===== src/rtl/gpio_arb_pkg.sv =====
// Shared types for the two-port APB4 GPIO arbiter: FSM states, the captured
// command record and the round-robin selection function.
package gpio_arb_pkg;

   localparam int ADDR_W = 4;
   localparam int DATA_W = 32;

   typedef enum logic [1:0] {
      ARB_IDLE   = 2'd0,
      ARB_SETUP  = 2'd1,
      ARB_ACCESS = 2'd2,
      ARB_RESP   = 2'd3
   } arb_state_e;

   typedef struct packed {
      logic [ADDR_W-1:0]   addr;
      logic                write;
      logic [DATA_W-1:0]   wdata;
      logic [DATA_W/8-1:0] strb;
   } apb_cmd_t;

   // A lone request is already one-hot; on a tie the port that was not served last wins.
   function automatic logic [1:0] rr_pick(input logic [1:0] req, input logic last);
      if (req == 2'b11) return last ? 2'b01 : 2'b10;
      return req;
   endfunction

endpackage


===== src/rtl/gpio_arb_rr.sv =====
// Two-input round-robin picker; purely combinational, the pointer lives in the top.
module gpio_arb_rr (
   input  logic [1:0] req,
   input  logic       last,
   output logic [1:0] gnt
);
   import gpio_arb_pkg::*;

   assign gnt = rr_pick(req, last);

endmodule


===== src/rtl/gpio_apb_arbiter.sv =====
// Serialises two APB4 requesters onto one GPIO register slave, one atomic transfer at a time.
// Optional: define GPIO_APB_ARB_TIMEOUT_EN to abort downstream accesses stuck for TIMEOUT cycles.
module gpio_apb_arbiter #(
   parameter int GPIO_PINS = gpio_arb_pkg::DATA_W,
   parameter int ADDR_W    = gpio_arb_pkg::ADDR_W,
   parameter int TIMEOUT   = 16
) (
   input  logic                   pclk,
   input  logic                   prst,
   input  logic                   s0_psel,
   input  logic                   s0_penable,
   input  logic                   s0_pwrite,
   input  logic [ADDR_W-1:0]      s0_paddr,
   input  logic [GPIO_PINS-1:0]   s0_pwdata,
   input  logic [GPIO_PINS/8-1:0] s0_pstrb,
   output logic [GPIO_PINS-1:0]   s0_prdata,
   output logic                   s0_pready,
   output logic                   s0_pslverr,
   input  logic                   s1_psel,
   input  logic                   s1_penable,
   input  logic                   s1_pwrite,
   input  logic [ADDR_W-1:0]      s1_paddr,
   input  logic [GPIO_PINS-1:0]   s1_pwdata,
   input  logic [GPIO_PINS/8-1:0] s1_pstrb,
   output logic [GPIO_PINS-1:0]   s1_prdata,
   output logic                   s1_pready,
   output logic                   s1_pslverr,
   output logic                   m_psel,
   output logic                   m_penable,
   output logic                   m_pwrite,
   output logic [ADDR_W-1:0]      m_paddr,
   output logic [GPIO_PINS-1:0]   m_pwdata,
   output logic [GPIO_PINS/8-1:0] m_pstrb,
   input  logic [GPIO_PINS-1:0]   m_prdata,
   input  logic                   m_pready,
   input  logic                   m_pslverr,
   output logic [1:0]             grant
);
   import gpio_arb_pkg::*;

   arb_state_e           state;
   logic                 last;
   logic [1:0]           pick;
   apb_cmd_t             cmd;
   logic [GPIO_PINS-1:0] rsp_rdata;
   logic                 rsp_err;
   logic                 timeout_hit;
   logic                 drive;
   logic                 resp_done;

   gpio_arb_rr u_rr (
      .req  ({s1_psel, s0_psel}),
      .last (last),
      .gnt  (pick)
   );

`ifdef GPIO_APB_ARB_TIMEOUT_EN
   localparam int CNT_W = $clog2(TIMEOUT + 1);
   logic [CNT_W-1:0] wait_cnt;

   // Counts ACCESS cycles without pready; the TIMEOUT-th such cycle aborts.
   assign timeout_hit = (wait_cnt == CNT_W'(TIMEOUT - 1));

   always_ff @(posedge pclk) begin
      if (prst) begin
         wait_cnt <= '0;
      end else if (state == ARB_SETUP) begin
         wait_cnt <= '0;
      end else if (state == ARB_ACCESS && !m_pready) begin
         wait_cnt <= wait_cnt + 1'b1;
      end
   end
`else
   logic unused_timeout;
   assign unused_timeout = ^TIMEOUT;
   assign timeout_hit    = 1'b0;
`endif

   assign resp_done = (grant[0] && s0_penable) || (grant[1] && s1_penable);

   // Control path: state, grant and round-robin pointer
   always_ff @(posedge pclk) begin
      if (prst) begin
         state <= ARB_IDLE;
         grant <= 2'b00;
         last  <= 1'b1;
      end else begin
         case (state)
            ARB_IDLE: begin
               if (|pick) begin
                  grant <= pick;
                  state <= ARB_SETUP;
               end
            end
            ARB_SETUP:  state <= ARB_ACCESS;
            ARB_ACCESS: if (m_pready || timeout_hit) state <= ARB_RESP;
            ARB_RESP: begin
               if (resp_done) begin
                  state <= ARB_IDLE;
                  grant <= 2'b00;
                  last  <= grant[1];
               end
            end
            default: state <= ARB_IDLE;
         endcase
      end
   end

   // Data path: command and response capture, never reset (outputs are gated by state)
   always_ff @(posedge pclk) begin
      if (state == ARB_IDLE) begin
         if (pick[1]) cmd <= '{addr: s1_paddr, write: s1_pwrite, wdata: s1_pwdata, strb: s1_pstrb};
         else         cmd <= '{addr: s0_paddr, write: s0_pwrite, wdata: s0_pwdata, strb: s0_pstrb};
      end
      if (state == ARB_ACCESS) begin
         if (m_pready) begin
            rsp_rdata <= m_prdata;
            rsp_err   <= m_pslverr;
         end else if (timeout_hit) begin
            rsp_rdata <= '0;
            rsp_err   <= 1'b1;
         end
      end
   end

   assign drive     = (state == ARB_SETUP) || (state == ARB_ACCESS);
   assign m_psel    = drive;
   assign m_penable = (state == ARB_ACCESS);
   assign m_pwrite  = drive & cmd.write;
   assign m_paddr   = drive ? cmd.addr  : '0;
   assign m_pwdata  = drive ? cmd.wdata : '0;
   assign m_pstrb   = (drive && cmd.write) ? cmd.strb : '0;

   assign s0_pready  = (state == ARB_RESP) && grant[0] && s0_penable;
   assign s1_pready  = (state == ARB_RESP) && grant[1] && s1_penable;
   assign s0_prdata  = s0_pready ? rsp_rdata : '0;
   assign s1_prdata  = s1_pready ? rsp_rdata : '0;
   assign s0_pslverr = s0_pready & rsp_err;
   assign s1_pslverr = s1_pready & rsp_err;

endmodule


===== config.mk =====
export PLATFORM = sky130hd
export DESIGN_NAME = gpio_apb_arbiter
export DESIGN_NICKNAME = d
export VERILOG_FILES = /design/src/rtl/gpio_arb_pkg.sv /design/src/rtl/gpio_arb_rr.sv /design/src/rtl/gpio_apb_arbiter.sv
export SDC_FILE = /design/constraint.sdc
export NUM_CORES = 1
export LEC_CHECK = 0
export ABC_AREA = 1
export BUFFER_PORTS_ARGS = -buffer_cell sky130_fd_sc_hd__clkbuf_2
export CAP_MARGIN = 15
export CORE_MARGIN = 4
export CORE_UTILIZATION = 40
export CTS_BUF_LIST = sky130_fd_sc_hd__clkbuf_8
export DETAILED_ROUTE_END_ITERATION = 6
export GPL_TIMING_DRIVEN = 0
export PLACE_DENSITY = 0.74
export SLEW_MARGIN = 20
export SYNTH_ARGS = -nofsm -noshare
export SYNTH_HDL_FRONTEND = slang
export SYNTH_HIERARCHICAL = 1
export SYNTH_SLANG_ARGS = --single-unit

===== constraint.sdc =====
create_clock -name pclk -period 2.16 [get_ports pclk]
set_input_delay 0.216 -clock pclk [delete_from_list [all_inputs] [get_ports pclk]]
set_output_delay 0.216 -clock pclk [all_outputs]
set_load 0.02 [all_outputs]

* Word level (Yosys, flattened, before mapping)
Cells that the tools add are included.
** Storage, ports and cells
- Register bits :: 79
- Bits of input ports :: 122
- Output and inout bits :: 113
** Cells by class
- Equality and inequality tests :: 7
- Mux-type cells :: 16
- Bitwise gates (word level) :: 3
- Reduce and logical (&&, ||, !) cells :: 16
** Operators with widths (count)
- 32-bit 2-to-1 mux :: 3
- 41-bit 2-to-1 mux :: 1
- 2-bit 2-to-1 mux :: 7
- 4-bit 2-to-1 mux :: 2
- 2-bit case mux with 4 select lines :: 1
- 1-bit logical AND :: 7
- 2-bit == test (second input constant) :: 3
- 3-bit AND reduction :: 2
- 2-bit != test (second input constant) :: 2
- 2-bit case mux with 2 select lines :: 1
- 2-bit AND reduction :: 2
- 1-bit AND :: 3
- 2-bit by 1-bit == test with 1-bit output (second input constant) :: 1
- 2-bit logical NOT :: 1
- 1-bit logical OR :: 2
- 2-bit by 1-bit != test with 1-bit output (second input constant) :: 1
- 2-bit nonzero test :: 1
- 2-bit OR reduction :: 1
- 1-bit 2-to-1 mux :: 1

* Longest topological paths before layout
- Depth in word-level cells :: 6
- Gate-level depth with buffers :: 9

* By module
Netlist, hierarchy kept.
** Modules (own cells, without submodules)
- gpio_apb_arbiter :: times used 1, cells an instance 445, area each 3836.2 um^2
- gpio_arb_rr :: times used 1, cells an instance 5, area each 21.3 um^2

* Worst setup path after synthesis
No wires, ideal clock.
- Path type :: reg2reg
- Start point :: register state[0]
- End point :: register state[1]
- Setup time :: 113 ps
- Data arrival time :: 1984 ps
- Slack :: 63 ps
- Cell stages (with the launch flop) :: 8
- Buffers on the path :: 0
- Period minus slack after synthesis :: 2097 ps
- Cells stage by stage :: dfxtp_1 inv_1 ha_1 nand2_2 nand3_1 nand2_1 nand2_1 nor2_1
** On the way
- Longest elaborated chain between the ends :: 3
** RTL lines
- start: declaration :: RTL line gpio_apb_arbiter.sv:41 : arb_state_e state;
- start signal: assignment :: RTL line gpio_apb_arbiter.sv:84 : state <= ARB_IDLE;
- start signal: assignment :: RTL line gpio_apb_arbiter.sv:92 : state <= ARB_SETUP;
- start signal: assignment :: RTL line gpio_apb_arbiter.sv:95 : ARB_SETUP: state <= ARB_ACCESS;
- 2-bit == test / 2-bit logical NOT (equally long branches) :: RTL line gpio_apb_arbiter.sv:88 : case (state)
- 2-bit by 1-bit != test with 1-bit output (no source line) / 2-bit != test (equally long branches)
- 3-bit AND reduction (no source line)
Parallel ways exist; a longest one is shown, timed or not.
A chain may end at the register's enable or synchronous reset.

* Final worst setup path
- Start point :: register state[0]
- End point :: output port m_pwdata[25]
** On the way
- Longest elaborated chain between the ends :: 3
** RTL lines
- 2-bit by 1-bit == test with 1-bit output / 2-bit == test (equally long branches) :: RTL line gpio_apb_arbiter.sv:126 : assign drive = (state == ARB_SETUP) || (state == ARB_ACCESS);
- 1-bit logical OR * :: RTL line gpio_apb_arbiter.sv:126
- 32-bit 2-to-1 mux * :: RTL line gpio_apb_arbiter.sv:131 : assign m_pwdata = drive ? cmd.wdata : '0;
- end: declaration :: RTL line gpio_apb_arbiter.sv:32 : output logic [GPIO_PINS-1:0] m_pwdata,
Every way passes the cells marked *; elsewhere a longest branch is shown, timed or not.

==> results by group <==
Global routing
  – Global-route wire length before repair: 16900 um
  – Grt total ovfl: 0
  – Overall routing resource usage: 19.0%
  – Largest net degree at the start of global routing: 34
  – Antenna violations before repair: 1
  – Vias in the first global route: around 3600

Floorplanning
  – Die area: around 0.011 sq mm
  – Die width: 106 um
  – Core area: 0.00933 sq mm
  – Row count: 35
  – Vert. Die Dim: 106 um
  – I/O pin total: 235
  – Starting Density: around two fifths

STA
  – Fin Clk Skew: around 0.0098 ns
  – RSZ-0062 raised after global routing: false
  – Min setup slack post-route: 0.154 ns
  – Finish-stage setup viols: 0
  – Period Utilization, post-route: between 90 and 100%
  – Setup TNS Final: 0 ns
  – Final Slew Violations: 0
  – Highest clock rate: 0.498 GHz
  – Rel. slew slack: 55.2%
  – Min cycle time layout: 2.01 ns
  – Worst-Margin Slew: around 0.67 ns
  – Final hold vios: 0

Worst setup path
  – CP Capture Type: output port
  – CP Cell Sequence: inv_1 -> ha_2 -> buf_6 -> clkbuf_4 -> nand2_1 -> inv_1 -> clkbuf_2
  – Critical Path Max Stage Delay: 0.37 ns
  – Worst path arrival time: approximately 1.8 ns
  – Slowest CP cell: dfxtp_1
  – Crit Path Max Fanout: 10
  – Crit path required time: roughly 1.9 ns
  – Most frequent CP cell: inv_1
  – WP buf/inv: 5
  – Startpoint Class: register
  – Cell family with most CP delay: buffers and inverters
  – Crit Path Category: register to output port

Clock tree
  – Post-CTS Setup Inserts: 0
  – H-tree depth: 3
  – Root Buffer: clkbuf_8
  – Num CTS Buffers: 9
  – Skew-Pair Late Insertion Delay: 0.34 ns
  – Clk sinks: about 80
  – CTS max path bufs: 2
  – CTS tree: done
  – Clk slew on worst S/H paths: 0.08 ns

Drt
  – Initial DRC Count: 171
  – Detailed Routing Iterations Pass 1: 4
  – Antenna-violating nets left: 0
  – Routed length per placed instance: around 13 um
  – Post-Route WL: 10800 um
  – Via count: 3604
  – Drt drc: 0
  – DR vias/cell: 4.34

Synth
  – Distinct cell type count of the synthesized netlist: 19
  – Mapped Avg Cell Area: 8.57 sq um
  – YS warnings: 6
  – Cells after Synth: 450
  – Mapped Area: 0.00386 sq mm
  – Synthesized Nets: roughly 580
  – Flops & latches, synth: just under 80
  – Seq/Total Area, Yosys: 60.2%

Place
  – GP Congestion: just over 0.8
  – Buffers on Ports: 234
  – Placement Cell Area: 0.00521 sq mm
  – Placement Setup Slack: between 0.3 and 0.4 ns
  – Dpl hpwl: 8710 um

Cells and area
  – Fillcell total: 846
  – Commonest non-fill, non-tap cell in the layout: clkbuf_2
  – Most frequent cells in the layout: clkbuf_2 (235), nand2_1 (171), inv_1 (81)
  – Diode count: 0
  – Area Overhead vs Synth: 41.0%
  – Final layout net count: about 820
  – Share of cells above drive strength 1: 39.4%
  – Cell area after layout: 0.00544 sq mm
  – Final core occ: 58.3%

Job
  – Max cap viols: 0

Pwr
  – LEAKAGE: 3.19 nW
  – Peak VDD IR: roughly 0.65 mV
  – Pwr/cell area: approximately 1100 mW/mm^2
  – Final total power: 5.91 mW

Status
  – Status: complete, no violations

Min path
  – Worst min path class: input port to register
-- synthesized netlist by cell type (all sizes together) --
cell type  instances  area [sq um]
buf               15           119
clkbuf             4          15.0
ha                 4          50.1
or2                1          6.26
edfxtp            74          2220
o21ai              1          5.00
nand2            172           648
inv               84           315
dfxtp              5           100
nand4              1          6.26
a31oi              1          6.26
nand3              8          45.0
a21oi              3          15.0
nor2              77           304
-- metal layers --
metal	vias to the layer above	global-route usage (%)	part of all wire, %
met4	2	4.16	0.88
li1	1835	-	-
met2	177	34.3	49
met5	-	0	0.12
met1	1580	20.9	38
met3	10	7.77	11
-- worst reg2reg max path, delay by kind of cell, from the launching register on --
family,cells,cell delay [ns]
and+or+nand+nor,3,0.42
DFF,1,0.37
adders and majority gates,1,0.35
buffers and inverters,2,0.33
AOI/OAI and AO/OA,1,0.13
-- state kept, by name (all words and copies together) (netlist names) --
name / cells
rsp_rdata: 32
rsp_err: 1
cmd: 41
grant: 2
last: 1
state: 2
-- report_power, final --
| part | switching, mW | internal, mW | total, mW |
|---|---|---|---|
| logic | 1.62 | 0.740 | 2.36 |
| clock network | 0.531 | 0.642 | 1.17 |
| registers | 0.128 | 2.25 | 2.38 |
-- through the flow --
stage | hold slack, ns | instances
floorplan | 0.285 | 450
global placement | 0.394 | 813
detailed placement | 0.395 | 814
CTS | 0.0160 | 830
global route | 0.00988 | 830
finish | 0.0406 | 830
-- worst paths after layout --
path	slack, ns	end	cells past startpoint	start
worst max register to register	0.48	grant[0]	7	state[0]
worst max-delay path	0.15	m_pwdata[25]	7	state[0]
worst min-delay path	0.04	rsp_rdata[11]	1	m_prdata[11]
worst min register to register	0.49	grant[1]	2	grant[1]
-- logic make-up (layout without fill, tap and decap cells) --
logic type / Yosys count / count (layout) / share of synthesized area (%)
AO/OA/AOI/OAI: 5 / 5 / 0.681
adder cells (fa/ha/maj): 4 / 4 / 1.30
buffers and inverters: 103 / 354 / 11.6
flip-flops: 79 / 79 / 60.2
AND/OR/NAND/NOR: 259 / 259 / 26.2
-- timing repair --
action | 4_1_cts | 5_1_grt
hold endpoints to repair | 0 | 0
pin swaps | 0 | 0
resized for setup | 1 | 6
gates cloned | 0 | 0
hold buffers | 0 | 0
setup endpoints to repair | 20 | 30
-- cell type report --
class / count / area [sq um] / area share (%)
Buffer: 19 / 146 / 2.69
Clock buffer: 9 / 124 / 2.28
Clock inverter: 7 / 88.8 / 1.63
Inverter: 84 / 315 / 5.80
Multi-Input combinational cell: 268 / 1090 / 20.0
Sequential cell: 79 / 2320 / 42.7
Tap cell: 129 / 161 / 2.97
Timing Repair Buffer: 235 / 1190 / 21.9
Power figures use the tool's default switching activity.
